`src/rtl/sw_debounce_pkg.sv`:
```
// ---------------------------------------------------------------------------
// sw_debounce_pkg
// Shared constants and types for the slide-switch debouncer.
//   SW_WIDTH          default number of switch bits (8 data + 1 enable)
//   SW_STABLE_CYCLES  default number of consecutive cycles before a level is accepted
//   SW_CNT_W          default counter width (2**SW_CNT_W > SW_STABLE_CYCLES)
//   deb_state_t       per-bit debounce state (stable / change pending)
// ---------------------------------------------------------------------------
package sw_debounce_pkg;

  localparam int SW_WIDTH         = 9;
  localparam int SW_STABLE_CYCLES = 50000;
  localparam int SW_CNT_W         = 16;

  typedef enum logic {
    ST_STABLE  = 1'b0,
    ST_PENDING = 1'b1
  } deb_state_t;

endpackage

```
`src/rtl/sw_debounce_bit.sv`:
```
// ---------------------------------------------------------------------------
// sw_debounce_bit
// One switch bit: 2-flop synchroniser, stability counter and a two-state FSM.
// Ports:
//   clk     in   system clock
//   rst     in   asynchronous reset, active low
//   sw_raw  in   raw switch level, asynchronous to clk
//   clean   out  debounced level (registered)
//   accept  out  combinational strobe: clean takes the synchronised level
//                at the coming clock edge
// ---------------------------------------------------------------------------
module sw_debounce_bit
  import sw_debounce_pkg::*;
#(
  parameter int STABLE_CYCLES = SW_STABLE_CYCLES,
  parameter int CNT_W         = SW_CNT_W
) (
  input  logic clk,
  input  logic rst,
  input  logic sw_raw,
  output logic clean,
  output logic accept
);

  localparam logic [CNT_W-1:0] CNT_MAX = CNT_W'(STABLE_CYCLES);
  localparam logic [CNT_W-1:0] CNT_ONE = CNT_W'(1);

  logic             sync1_reg;
  logic             sync2_reg;
  deb_state_t       state_reg;
  deb_state_t       state_next;
  logic [CNT_W-1:0] cnt_reg;
  logic [CNT_W-1:0] cnt_next;
  logic             clean_reg;
  logic             clean_next;

  // Plain flop-to-flop synchroniser; nothing may sit between the two stages.
  always_ff @(posedge clk or negedge rst) begin
    if (!rst) begin
      sync1_reg <= 1'b0;
      sync2_reg <= 1'b0;
    end else begin
      sync1_reg <= sw_raw;
      sync2_reg <= sync1_reg;
    end
  end

  always_ff @(posedge clk or negedge rst) begin
    if (!rst) begin
      state_reg <= ST_STABLE;
      cnt_reg   <= '0;
      clean_reg <= 1'b0;
    end else begin
      state_reg <= state_next;
      cnt_reg   <= cnt_next;
      clean_reg <= clean_next;
    end
  end

  always_comb begin
    state_next = state_reg;
    cnt_next   = cnt_reg;
    clean_next = clean_reg;
    accept     = 1'b0;
    case (state_reg)
      ST_STABLE: begin
        cnt_next = '0;
        if (sync2_reg != clean_reg) begin
          state_next = ST_PENDING;
          cnt_next   = CNT_ONE;
        end
      end
      ST_PENDING: begin
        if (sync2_reg == clean_reg) begin
          // Level went back before qualifying: drop the candidate.
          state_next = ST_STABLE;
          cnt_next   = '0;
        end else if (cnt_reg == CNT_MAX) begin
          state_next = ST_STABLE;
          cnt_next   = '0;
          clean_next = sync2_reg;
          accept     = 1'b1;
        end else begin
          cnt_next = cnt_reg + CNT_ONE;
        end
      end
      default: begin
        state_next = ST_STABLE;
        cnt_next   = '0;
      end
    endcase
  end

  assign clean = clean_reg;

endmodule

```
`src/rtl/sw_debounce.sv`:
```
// ---------------------------------------------------------------------------
// sw_debounce
// Conditions raw slide switches for the 8-3 priority encoder: synchronises
// and debounces every bit independently, and flags each accepted change.
// Optional feature macro: SW_DEBOUNCE_EDGE_EN adds per-bit rise/fall pulses.
// Ports:
//   clk         in   system clock
//   rst         in   asynchronous reset, active low (0 = reset)
//   sw_raw      in   [WIDTH] raw board switches, asynchronous to clk
//   sw_clean    out  [WIDTH] debounced switch vector
//   sw_changed  out  1-cycle pulse when any sw_clean bit updates
//   sw_rise     out  [WIDTH] per-bit 0->1 accept pulse (SW_DEBOUNCE_EDGE_EN)
//   sw_fall     out  [WIDTH] per-bit 1->0 accept pulse (SW_DEBOUNCE_EDGE_EN)
// ---------------------------------------------------------------------------
module sw_debounce
  import sw_debounce_pkg::*;
#(
  parameter int WIDTH         = SW_WIDTH,
  parameter int STABLE_CYCLES = SW_STABLE_CYCLES,
  parameter int CNT_W         = SW_CNT_W
) (
  input  logic             clk,
  input  logic             rst,
  input  logic [WIDTH-1:0] sw_raw,
  output logic [WIDTH-1:0] sw_clean,
  output logic             sw_changed
`ifdef SW_DEBOUNCE_EDGE_EN
  ,
  output logic [WIDTH-1:0] sw_rise,
  output logic [WIDTH-1:0] sw_fall
`endif
);

  logic [WIDTH-1:0] accept_vec;
  logic             changed_reg;

  generate
    for (genvar gi = 0; gi < WIDTH; gi++) begin : g_bit
      sw_debounce_bit #(
        .STABLE_CYCLES (STABLE_CYCLES),
        .CNT_W         (CNT_W)
      ) u_bit (
        .clk    (clk),
        .rst    (rst),
        .sw_raw (sw_raw[gi]),
        .clean  (sw_clean[gi]),
        .accept (accept_vec[gi])
      );
    end
  endgenerate

  // Registering the OR of the combinational accepts lines the pulse up with
  // the clean-level flops, which update on the same edge.
  always_ff @(posedge clk or negedge rst) begin
    if (!rst) begin
      changed_reg <= 1'b0;
    end else begin
      changed_reg <= |accept_vec;
    end
  end

  assign sw_changed = changed_reg;

`ifdef SW_DEBOUNCE_EDGE_EN
  logic [WIDTH-1:0] rise_reg;
  logic [WIDTH-1:0] fall_reg;

  // The old clean level decides the direction of the change being accepted.
  always_ff @(posedge clk or negedge rst) begin
    if (!rst) begin
      rise_reg <= '0;
      fall_reg <= '0;
    end else begin
      rise_reg <= accept_vec & ~sw_clean;
      fall_reg <= accept_vec & sw_clean;
    end
  end

  assign sw_rise = rise_reg;
  assign sw_fall = fall_reg;
`endif

endmodule
```
`config.mk`:
```
export PLATFORM = sky130hd
export DESIGN_NAME = sw_debounce
export DESIGN_NICKNAME = d
export VERILOG_FILES = /design/src/rtl/sw_debounce_pkg.sv /design/src/rtl/sw_debounce_bit.sv /design/src/rtl/sw_debounce.sv
export SDC_FILE = /design/constraint.sdc
export NUM_CORES = 1
export LEC_CHECK = 0
export BUFFER_PORTS_ARGS = -buffer_cell sky130_fd_sc_hd__buf_4
export CAP_MARGIN = 5
export CORE_AREA = 2 2 111 166
export CTS_BUF_LIST = sky130_fd_sc_hd__clkbuf_4 sky130_fd_sc_hd__clkbuf_8 sky130_fd_sc_hd__clkbuf_16
export CTS_CLUSTER_SIZE = 14
export DETAILED_ROUTE_END_ITERATION = 10
export DIE_AREA = 0 0 113 168
export GPL_ROUTABILITY_DRIVEN = 0
export PLACE_DENSITY = 0.69
export SYNTH_ARGS = -nofsm -noshare
export SYNTH_HDL_FRONTEND = slang
export SYNTH_SLANG_ARGS = --single-unit
```
`constraint.sdc`:
```
create_clock -name clk -period 2.9 [get_ports clk]
set_input_delay 0.29 -clock clk [delete_from_list [all_inputs] [get_ports clk]]
set_output_delay 0.29 -clock clk [all_outputs]
set_load 0.01 [all_outputs]
```
==> run summary <==
Filler cells: 1,586
Tcrit/Tclk final: 79.73%
leading cell types by total area after synthesis: dfrtp_1 (53%), xnor2_1 (6.2%), xor2_1 (6.1%), nor2_1 (5.9%), nand3_1 (3.2%)
CTS sink cnt: 181
clk_skew: 0.009425 ns
WL per Instance: 13.84 um
Design Area, Final: 9674 um2
Slew HR: 57.24%
Global Route Usage Sum: 17.45%
Die Y: 168 um
Hold WC Path Type: flip-flop to flip-flop
Synth Instances: 836
Worst-path clk slew: 0.07 ns
die width: 113 um
Achievable Freq: 432.5 MHz
fraction of power spent switching nets: 22.05%
Final Max Slew Viols: 0
share of Yosys cell area claimed by the top area cell type: 52.59%
final-stage net count: 898
Avg Cell Area, Syn: 10.30 um2
CTS Root Cell: clkbuf_16
Placement Cell Area: 8946 um2
setup TNS: 0 ns
Core ar.: 17,720 um2
Most used DFF post-synth: dfrtp_1
ys async rst share: 100.0%
Post-synth EDFFs: 0
critical path startpoint category: flip-flop
Logic pwr share: 3.4%
Commonest cells post-synth: dfrtp_1 (181), nor2_1 (135), xnor2_1 (61), xor2_1 (60), nand3_1 (55)
Seq/Total Area, Yosys: 52.59%
number of global-route vias before repair: 6,066
setup slack after layout: 0.5880 ns
grt total ovfl: 0
CTS Buf Count: 17
Worst EP required: 3.19 ns
clk_lat worst skew: 0.43 ns
Via-to-Cell Ratio: 5.246
Synth area leader: dfrtp_1
Overall Power: 5.194 mW
Yosys cell types: 48
total number of vias: 5,765
I/O pins: 21
CTS tree: done
DP Wirelength: 10,340 um
Post-Route WL: 15,210 um
most frequent cell after synthesis: dfrtp_1
Post-Synthesis Net Count: 865
synthesized flop and latch total: 181
Final setup viols: 0
number of flip-flops in the largest register: 144
largest net degree at the start of global routing: 63
Rows: 60
DR DRC count: 0
Tmin final: 2.312 ns
initial core utilization: 48.61%
Hold Fails Final Rpt: 0
number of iterations in the first detailed-routing pass: 4
clk buf depth: 2
Clk network pwr share: 46.7%
Ys Warns: 0
Synth Cell Area: 8612 um2
pre-CTS setup slack: 0.5504 ns
CP Capture Type: flip-flop
CP Max Fanout: 15
Pint: 4.049 mW
DIE AREA: 18,980 um2
remaining antenna violation count after routing: 0
Antenna diodes: 0
P_leak: 4.007 nW
worst vdd ir: 0.3544 mV
Resize count post-CTS: 0
Pwr Density: 536.9 nW/um2
Flop pwr share: 49.9%
Worst Tran Pin Value: 0.6325 ns
Area Growth Syn to Fin: 12.33%
Buffers on Ports: 20
first-pass GRT wire length: 27,200 um
outcome: complete, no violations
critical path type: flip-flop to flip-flop
max-cap violation count: 0
RSZ-0062 raised after global routing: no
initial antenna violation count: 0
fraction of layout cells with a size suffix above 1: 8.844%
Worst EP arrival: 2.60 ns
H-tree depth: 4
Switching Power: 1.145 mW
Initial DRC Count: 188
## cell families after synthesis
group / synth area share [%]
AND/OR/NAND/NOR: 24.97
flip-flops: 52.59
XOR/XNOR: 12.31
buffers and inverters: 3.414
AO/OA/AOI/OAI: 2.877
adder cells (fa/ha/maj): 2.615
multiplexers: 1.220
## worst max-delay path: stages (launching register included)
cell	delay, ns
dfrtp_1	0.42
or4_1	0.52
nor4_1	0.57
nand3b_1	0.52
nor2_1	0.13
## routing by layer
metal,vias to the layer above,part of all wire (%),global-route usage [%]
met5,-,0,0
met1,2829,43,20.08
met4,0,1.5,5.938
met3,17,2.3,3.852
met2,58,53,31.79
li1,2861,-,-
## final timing paths
path	start	endpoint	slack, ns	cells past startpoint
max	g_bit[3].u_bit.cnt_reg[13]	g_bit[3].u_bit.cnt_reg[13]	0.59	4
min	g_bit[8].u_bit.sync1_reg	g_bit[8].u_bit.sync2_reg	0.35	0
max reg2reg	g_bit[3].u_bit.cnt_reg[13]	g_bit[3].u_bit.cnt_reg[13]	0.59	4
min reg2reg	g_bit[8].u_bit.sync1_reg	g_bit[8].u_bit.sync2_reg	0.35	0
max in group asynchronous	rst	g_bit[2].u_bit.cnt_reg[0]	1.69	3
min in group asynchronous	rst	g_bit[8].u_bit.cnt_reg[11]	0.37	2
## power groups by stage
stage                     Combinational, mW  Sequential [mW]  Clock [mW]
after floorplan                      0.0887             2.63           0
after global placement                0.170             2.64           0
after detailed placement              0.174             2.64           0
after CTS                             0.185             2.59        2.49
after global routing                  0.209             2.60        2.58
final                                 0.177             2.59        2.43
## metrics by stage
stage          cells  hold slack (ns)  utilization [%]
2_1_floorplan    836        -0.005591                -
3_3_place_gp    1057           0.3100            50.49
3_5_place_dp    1057           0.3028            50.49
4_1_cts         1099           0.3545            54.60
5_1_grt         1099           0.3654            54.60
6_report        1099           0.3537            54.60
## cells in the final DEF, fill, tap and decap left out, types with 2 or more instances in the layout
| cell type | netlist | final |
|---|---|---|
| xnor2_1 | 61 | 61 |
| nor4b_1 | 3 | 3 |
| and4b_1 | 2 | 2 |
| nand4b_1 | 2 | 2 |
| nand3_1 | 55 | 55 |
| mux2_1 | 8 | 8 |
| and2_1 | 21 | 21 |
| nor4_1 | 6 | 6 |
| and4_1 | 13 | 13 |
| nor2_1 | 135 | 135 |
| inv_6 | 0 | 3 |
| a21oi_1 | 15 | 15 |
| nand4_1 | 23 | 23 |
| or3_1 | 14 | 14 |
| nand2b_1 | 4 | 4 |
| o21ai_1 | 8 | 8 |
| nor4_2 | 5 | 5 |
| inv_1 | 44 | 44 |
| o21ai_0 | 14 | 14 |
| and3_1 | 11 | 11 |
| nor2_2 | 10 | 10 |
| nor2b_1 | 10 | 10 |
| or4bb_1 | 3 | 3 |
| dfrtp_1 | 181 | 181 |
| xor2_1 | 60 | 60 |
| buf_4 | 12 | 21 |
| ha_1 | 18 | 18 |
| clkinv_4 | 0 | 4 |
| nand2_1 | 47 | 47 |
| clkbuf_16 | 0 | 17 |
| nand3b_1 | 6 | 6 |
| clkbuf_8 | 0 | 3 |
| dlygate4sd3_1 | 0 | 10 |
| or4b_1 | 11 | 11 |
| or4_1 | 2 | 2 |
| nor3_1 | 11 | 11 |
| bufinv_16 | 0 | 3 |
## final cells by class
class	count	area, um2	share of cell area, %
Timing Repair Buffer	33	291.5	3.013
Clock buffer	20	460.4	4.759
Tap cell	217	271.5	2.807
Inverter	44	165.2	1.707
Sequential cell	181	4529	46.82
Multi-Input combinational cell	592	3789	39.16
Clock inverter	12	167.7	1.733
## what timing repair did
action,4_1_cts,5_1_grt
hold endpoints to repair,68,0
buffers inserted,0,0
hold buffers,10,0
Power figures use the tool's default switching activity.
